`config.mk`:
```
export PLATFORM = sky130hd
export DESIGN_NAME = clip_monitor
export DESIGN_NICKNAME = d
export VERILOG_FILES = /design/src/rtl/clip_monitor_pkg.sv /design/src/rtl/clip_monitor_clip_detect.sv /design/src/rtl/clip_monitor.sv
export SDC_FILE = /design/constraint.sdc
export NUM_CORES = 1
export LEC_CHECK = 0
export BUFFER_PORTS_ARGS = -buffer_cell sky130_fd_sc_hd__buf_2
export CAP_MARGIN = 20
export CORE_ASPECT_RATIO = 1.2
export CORE_MARGIN = 2
export CORE_UTILIZATION = 47
export CTS_BUF_LIST = sky130_fd_sc_hd__clkbuf_16
export CTS_CLUSTER_DIAMETER = 30
export CTS_CLUSTER_SIZE = 25
export DETAILED_ROUTE_END_ITERATION = 16
export PLACE_DENSITY = 0.72
export SLEW_MARGIN = 20
export SYNTH_ARGS = -nofsm -noshare
export SYNTH_HDL_FRONTEND = slang
export SYNTH_SLANG_ARGS = --single-unit
```
`constraint.sdc`:
```
create_clock -name clk -period 2.7 [get_ports clk]
set_input_delay 0.27 -clock clk [delete_from_list [all_inputs] [get_ports clk]]
set_output_delay 0.27 -clock clk [all_outputs]
set_load 0.01 [all_outputs]
```
`src/rtl/clip_monitor_pkg.sv`:
```
// Shared DSP helpers: full-scale code generators for saturating narrowers.
// Latency: n/a (constants and pure functions only).
// Backpressure: n/a.
//
// Package: clip_monitor_pkg
//   pos_full_scale(width) : +max code, 0 followed by width-1 ones.
//   neg_full_scale(width) : -max code, 1 followed by width-1 zeros.
// Both return a 64-bit value; callers keep the low 'width' bits.
package clip_monitor_pkg;

    function automatic logic [63:0] pos_full_scale(input int width);
        return (64'd1 << (width - 1)) - 64'd1;
    endfunction

    function automatic logic [63:0] neg_full_scale(input int width);
        return 64'd1 << (width - 1);
    endfunction

endpackage

```
`src/rtl/clip_monitor_clip_detect.sv`:
```
// Per-channel full-scale detector with saturating absolute value.
// Latency: combinational.
// Backpressure: none; evaluates whatever sample is presented.
//
// Module: clip_detect (macro CLIP_MONITOR_PEAK_EN adds the mag output)
//   sample : two's complement input sample
//   clip   : sample equals +max or -max
//   mag    : |sample|, with |-max| saturated to +max (peak builds only)
module clip_detect
    import clip_monitor_pkg::*;
#(
    parameter int WIDTH = 16
) (
    input  logic [WIDTH-1:0] sample,
    output logic             clip
`ifdef CLIP_MONITOR_PEAK_EN
    ,
    output logic [WIDTH-2:0] mag
`endif
);

    localparam logic [63:0]      POS_FS_W = pos_full_scale(WIDTH);
    localparam logic [63:0]      NEG_FS_W = neg_full_scale(WIDTH);
    localparam logic [WIDTH-1:0] POS_FS   = POS_FS_W[WIDTH-1:0];
    localparam logic [WIDTH-1:0] NEG_FS   = NEG_FS_W[WIDTH-1:0];

    assign clip = (sample == POS_FS) || (sample == NEG_FS);

`ifdef CLIP_MONITOR_PEAK_EN
    // For any negative sample other than -max, |sample| < 2^(WIDTH-1), so
    // negating only the low WIDTH-1 bits gives the exact magnitude.
    logic [WIDTH-2:0] neg_low;
    assign neg_low = -sample[WIDTH-2:0];

    always_comb begin
        mag = sample[WIDTH-2:0];
        if (sample == NEG_FS) begin
            mag = POS_FS[WIDTH-2:0];
        end else if (sample[WIDTH-1]) begin
            mag = neg_low;
        end
    end
`endif

endmodule

```
`src/rtl/clip_monitor.sv`:
```
// I/Q clip monitor: registered pass-through plus windowed clip statistics.
// Latency: 1 cycle for data/strobe; stats publish 1 cycle after window end.
// Backpressure: none; accepts a strobed sample every cycle, gaps allowed.
//
// Module: clip_monitor (macro CLIP_MONITOR_PEAK_EN enables peak tracking)
//   clk, rst             : clock, synchronous active-high reset
//   clear                : restart window, zero stats, drop clip_flag
//   strobe_in/in_i/in_q  : input sample stream
//   strobe_out/out_i/q   : same stream delayed by one register stage
//   clip_flag            : sticky, set by any clipped sample
//   clip_count, peak     : results of the last completed window
//   window_done          : one-cycle pulse when clip_count/peak update
module clip_monitor
    import clip_monitor_pkg::*;
#(
    parameter int WIDTH       = 16,
    parameter int WINDOW_LOG2 = 16
) (
    input  logic                   clk,
    input  logic                   rst,
    input  logic                   clear,
    input  logic                   strobe_in,
    input  logic [WIDTH-1:0]       in_i,
    input  logic [WIDTH-1:0]       in_q,
    output logic                   strobe_out,
    output logic [WIDTH-1:0]       out_i,
    output logic [WIDTH-1:0]       out_q,
    output logic                   clip_flag,
    output logic [WINDOW_LOG2:0]   clip_count,
    output logic [WIDTH-2:0]       peak,
    output logic                   window_done
);

    logic                   clip_i;
    logic                   clip_q;
    logic                   take;       // strobed sample that counts toward stats
    logic                   clip_hit;
    logic                   win_last;
    logic [WINDOW_LOG2-1:0] win_cnt;
    logic [WINDOW_LOG2:0]   run_cnt;
    logic [WINDOW_LOG2:0]   cnt_next;

`ifdef CLIP_MONITOR_PEAK_EN
    logic [WIDTH-2:0] mag_i;
    logic [WIDTH-2:0] mag_q;
    logic [WIDTH-2:0] mag_max;
    logic [WIDTH-2:0] peak_next;
    logic [WIDTH-2:0] run_peak;

    clip_detect #(.WIDTH(WIDTH)) u_det_i (.sample(in_i), .clip(clip_i), .mag(mag_i));
    clip_detect #(.WIDTH(WIDTH)) u_det_q (.sample(in_q), .clip(clip_q), .mag(mag_q));

    assign mag_max   = (mag_i > mag_q) ? mag_i : mag_q;
    assign peak_next = (mag_max > run_peak) ? mag_max : run_peak;
`else
    clip_detect #(.WIDTH(WIDTH)) u_det_i (.sample(in_i), .clip(clip_i));
    clip_detect #(.WIDTH(WIDTH)) u_det_q (.sample(in_q), .clip(clip_q));
`endif

    // clear overrides a coincident strobe for statistics only.
    assign take     = strobe_in & ~clear;
    assign clip_hit = take & (clip_i | clip_q);
    assign win_last = &win_cnt;
    assign cnt_next = run_cnt + {{WINDOW_LOG2{1'b0}}, clip_hit};

    // Pass-through stage: unaffected by clear.
    always_ff @(posedge clk) begin
        if (rst) begin
            strobe_out <= 1'b0;
            out_i      <= '0;
            out_q      <= '0;
        end else begin
            strobe_out <= strobe_in;
            if (strobe_in) begin
                out_i <= in_i;
                out_q <= in_q;
            end
        end
    end

    // Window statistics. The window counter wraps to 0 by itself on the
    // last sample, so no explicit restart is needed for it.
    always_ff @(posedge clk) begin
        if (rst) begin
            win_cnt     <= '0;
            run_cnt     <= '0;
            clip_count  <= '0;
            clip_flag   <= 1'b0;
            window_done <= 1'b0;
        end else begin
            window_done <= 1'b0;
            if (clear) begin
                win_cnt    <= '0;
                run_cnt    <= '0;
                clip_count <= '0;
                clip_flag  <= 1'b0;
            end else if (take) begin
                win_cnt <= win_cnt + 1'b1;
                if (clip_hit) begin
                    clip_flag <= 1'b1;
                end
                if (win_last) begin
                    clip_count  <= cnt_next;
                    run_cnt     <= '0;
                    window_done <= 1'b1;
                end else begin
                    run_cnt <= cnt_next;
                end
            end
        end
    end

`ifdef CLIP_MONITOR_PEAK_EN
    always_ff @(posedge clk) begin
        if (rst || clear) begin
            run_peak <= '0;
            peak     <= '0;
        end else if (take) begin
            if (win_last) begin
                peak     <= peak_next;
                run_peak <= '0;
            end else begin
                run_peak <= peak_next;
            end
        end
    end
`else
    assign peak = '0;
`endif

endmodule

```
==> impl_metrics.prom <==
# TYPE chip_impl_metric gauge
chip_impl_info{name="status",value="finished, final reports clean"} 1
chip_impl_metric{name="area.growth.synth_to_final",unit="%"} 23.1
chip_impl_metric{name="postcts_resize_cnt",unit=""} 0
chip_impl_metric{name="pre_cts_setup_slack",unit="ps"} -61.9
chip_impl_info{name="synthTopCellsByArea",value="dfxtp_1 (43%), mux2i_1 (8.4%), nor2_1 (4.6%)"} 1
chip_impl_metric{name="core_area",unit="µm²"} 8150
chip_impl_metric{name="yosys_warnings",unit=""} 0
chip_impl_metric{name="yosys.area_share.simple",unit="%"} 24.7
chip_impl_metric{name="die-area",unit="µm²"} 9160
chip_impl_metric{name="drt_drc_violations_left",unit=""} 0
chip_impl_metric{name="overall_fraction_of_global_route_tracks_in_use",unit="%"} 20.2
chip_impl_metric{name="post_synth_inst_count",unit=""} 442
chip_impl_metric{name="crit_required",unit="ps"} 2960
chip_impl_metric{name="timing.final.crit_period",unit="ps"} 2460
chip_impl_metric{name="dp.final_hpwl",unit="µm"} 6800
chip_impl_metric{name="post_cts_buffers",unit=""} 0
chip_impl_info{name="synth_top_family_by_area",value="simple AND/OR/NAND/NOR gates"} 1
chip_impl_info{name="r2r-start",value="win_cnt[7]"} 1
chip_impl_metric{name="postSynth.asyncResetShare",unit="%"} 0
chip_impl_metric{name="pin_count_of_the_biggest_net_entering_global_routing",unit=""} 38
chip_impl_info{name="holdCritPathClass",value="input port to flip-flop"} 1
chip_impl_metric{name="timing.slew.headroom",unit="%"} 53.9
chip_impl_metric{name="slew_viol_final",unit=""} 0
chip_impl_metric{name="start_util",unit="%"} 48.5
chip_impl_metric{name="clkTransAtPathRegs",unit="ps"} 60
chip_impl_info{name="worstSetupEndpointType",value="flip-flop"} 1
chip_impl_info{name="synth_flop_cell",value="dfxtp_1"} 1
chip_impl_metric{name="ios",unit=""} 103
chip_impl_metric{name="drt_iter0_drc",unit=""} 132
chip_impl_info{name="clock_tree.root_cell",value="clkbuf_16"} 1
chip_impl_metric{name="grt_pass1_wl",unit="µm"} 14800
chip_impl_metric{name="maximum_vdd_drop",unit="V"} 0.000379
chip_impl_metric{name="synth_xor_xnor_area_share",unit="%"} 4.87
chip_impl_metric{name="max_capacitance_violation_count",unit=""} 0
chip_impl_metric{name="reg2reg_slack",unit="ps"} 630
chip_impl_metric{name="number_of_antenna_violations_at_the_first_check_in_global_routing",unit=""} 0
chip_impl_metric{name="yosys_register_bits",unit=""} 85
chip_impl_metric{name="grt_remaining_overflow",unit=""} 0
chip_impl_metric{name="yosys.area_share.adder",unit="%"} 0.950
chip_impl_info{name="netlist_top_cells_count",value="dfxtp_1 (85), nor2_1 (48), mux2i_1 (33)"} 1
chip_impl_info{name="critPathLaunchType",value="input port"} 1
chip_impl_info{name="cts_tree",value="yes"} 1
chip_impl_metric{name="max_freq",unit="MHz"} 407
chip_impl_metric{name="synthMuxAreaShare",unit="%"} 8.36
chip_impl_info{name="rr_endpoint",value="run_cnt[3]"} 1
chip_impl_metric{name="cp_data_arrival_time",unit="ps"} 2720
chip_impl_metric{name="hold_depth",unit=""} 3
chip_impl_metric{name="drive_above_1_share",unit="%"} 25.8
chip_impl_metric{name="number_of_global_route_vias_before_repair",unit=""} 3262
chip_impl_metric{name="netlist_area",unit="µm²"} 3950
chip_impl_metric{name="count_of_flip_flops_with_a_built_in_enable_after_synthesis",unit=""} 0
chip_impl_metric{name="antenna_violating_nets_left",unit=""} 0
chip_impl_metric{name="fin_area",unit="µm²"} 4860
chip_impl_metric{name="routed_wire_length_per_instance",unit="µm"} 14.0
chip_impl_metric{name="critical_path_peak_fanout",unit=""} 6
chip_impl_info{name="whs_endpoint",value="out_i[11]"} 1
chip_impl_metric{name="htreeDepth",unit=""} 3
chip_impl_metric{name="cts_made_buffers",unit=""} 9
chip_impl_metric{name="finalSetupViolCount",unit=""} 0
chip_impl_metric{name="tightestPinTransition",unit="ps"} 692
chip_impl_metric{name="cts-root-to-sink-buffers",unit=""} 2
chip_impl_metric{name="dpl-instance-area",unit="µm²"} 4520
chip_impl_metric{name="detail_route.first_pass.iterations",unit=""} 4
chip_impl_metric{name="fin_nets",unit=""} 573
chip_impl_metric{name="timing.final.crit_share",unit="%"} 90.9
chip_impl_metric{name="synth-compound-area-share",unit="%"} 11.5
chip_impl_metric{name="netlist.area_leader.share",unit="%"} 43.1
chip_impl_metric{name="distinct_cell_type_count_of_the_synthesized_netlist",unit=""} 46
chip_impl_info{name="timing.setup.critical_path_class",value="input port to flip-flop"} 1
chip_impl_metric{name="power.density",unit="nW/µm²"} 593
chip_impl_metric{name="synthesis.area_per_instance",unit="µm²"} 8.94
chip_impl_metric{name="timing.final.ws_setup",unit="ps"} 245
chip_impl_metric{name="die_height",unit="µm"} 104
chip_impl_metric{name="totalWireLength",unit="µm"} 9170
chip_impl_metric{name="final.fill_count",unit=""} 721
chip_impl_metric{name="postCtsHoldBufs",unit=""} 0
chip_impl_metric{name="die_width",unit="µm"} 87.7
chip_impl_info{name="hold_start",value="in_i[11]"} 1
chip_impl_info{name="rsz0062_at_grt",value="false"} 1
chip_impl_metric{name="final_hold_viol_count",unit=""} 0
chip_impl_metric{name="clock_latency",unit="ps"} 340
chip_impl_metric{name="rows",unit=""} 36
chip_impl_info{name="netlist.top_cell.by_area",value="dfxtp_1"} 1
chip_impl_metric{name="total_leakage_power",unit="nW"} 1.99
chip_impl_metric{name="antenna_cells",unit=""} 0
chip_impl_metric{name="rr_worst_depth",unit=""} 4
chip_impl_metric{name="numPortBuffers",unit=""} 87
chip_impl_metric{name="cts.sink_count",unit=""} 85
chip_impl_metric{name="vias",unit=""} 3565
chip_impl_info{name="count_leader_synth",value="dfxtp_1"} 1
chip_impl_metric{name="gp_routability_congestion",unit=""} 0.898
chip_impl_metric{name="synth.yosys.seq_area_share",unit="%"} 43.1
chip_impl_metric{name="timing.clock.skew",unit="ps"} 5.91
chip_impl_metric{name="routed_via_density",unit=""} 5.46
-- per-stage QoR --
step | util (%) | hold WS, ps | setup TNS (ps) | total power [W] | std cells
global route | 59.7 | 202 | 0 | 0.00300 | 653
CTS | 59.7 | 188 | 0 | 0.00292 | 653
finish | 59.7 | 199 | 0 | 0.00289 | 653
global placement | 55.5 | 450 | -8.13 | 0.00153 | 637
detailed placement | 55.5 | 455 | -87.7 | 0.00153 | 637
floorplan | - | 417 | 0 | 0.00146 | 456
-- layout make-up --
cell class	instances	area, µm²	share of cell area [%]
Multi-Input combinational cell	322	2050	42.1
Sequential cell	85	1700	35.0
Timing Repair Buffer	111	616	12.7
Clock buffer	9	225	4.63
Tap cell	114	143	2.93
Clock inverter	7	115	2.37
Inverter	5	18.8	0.386
-- placed cells by master, fill, tap and decap left out, drive strengths merged, types with 6 or more instances in the layout --
cell type | netlist | routed
a31oi | 9 | 9
o21ai | 11 | 11
xor2 | 9 | 9
or3 | 12 | 12
nand2 | 23 | 23
nand3 | 15 | 15
nor3 | 7 | 7
a211oi | 12 | 12
or4 | 7 | 7
nor4 | 20 | 20
clkbuf | 15 | 9
a21oi | 32 | 32
dfxtp | 85 | 85
nor2 | 49 | 49
inv | 5 | 6
conb | 1 | 15
o22ai | 6 | 6
nand4 | 19 | 19
mux2i | 33 | 33
buf | 29 | 111
xnor2 | 13 | 13
-- sequential cells by signal, indices dropped and copies added, names as in the netlist --
signal       cells
clip_count      17
run_cnt         17
out_i           16
out_q           16
win_cnt         16
clip_flag        1
strobe_out       1
window_done      1
-- metal layers --
layer	global-route usage [%]	part of all wire, %	vias up
met5	0	0	-
met4	9.01	2.4	0
met3	5.32	5.7	19
met2	31.9	47	111
met1	25.6	45	1669
li1	-	-	1766
-- report_power, final --
part	internal, W	switching [W]
sequential	0.00128	0.0000159
combinational	0.0000821	0.000123
clock	0.000899	0.000481
total	0.00227	0.000620
-- how the worst max path moves through the flow --
stage / from / end / slack (ps)
2_1_floorplan: clear / run_cnt[16] / 280
3_3_place_gp: in_q[15] / run_cnt[12] / -8
3_5_place_dp: in_q[15] / run_cnt[12] / -60
4_1_cts: in_q[15] / run_cnt[12] / 300
5_1_grt: in_q[15] / run_cnt[14] / 80
6_report: in_q[15] / run_cnt[12] / 240
-- worst max-delay path, stage by stage --
cell,delay [ps]
buf_2,110
nor4b_1,130
and4_1,180
nor4_1,420
nor2_1,90
ha_1,220
ha_1,190
buf_4,130
nand2_1,160
nor4_1,80
buf_4,140
or3b_2,430
a31oi_1,160
-- cells by family after synthesis --
logic type,count (synthesis)
AOI/OAI and AO/OA,76
xor gates and xnor gates,22
adders and majority gates,3
buffers and inverters,49
DFF,85
muxes,33
other,1
and+or+nand+nor,173
Power figures use the tool's default switching activity.
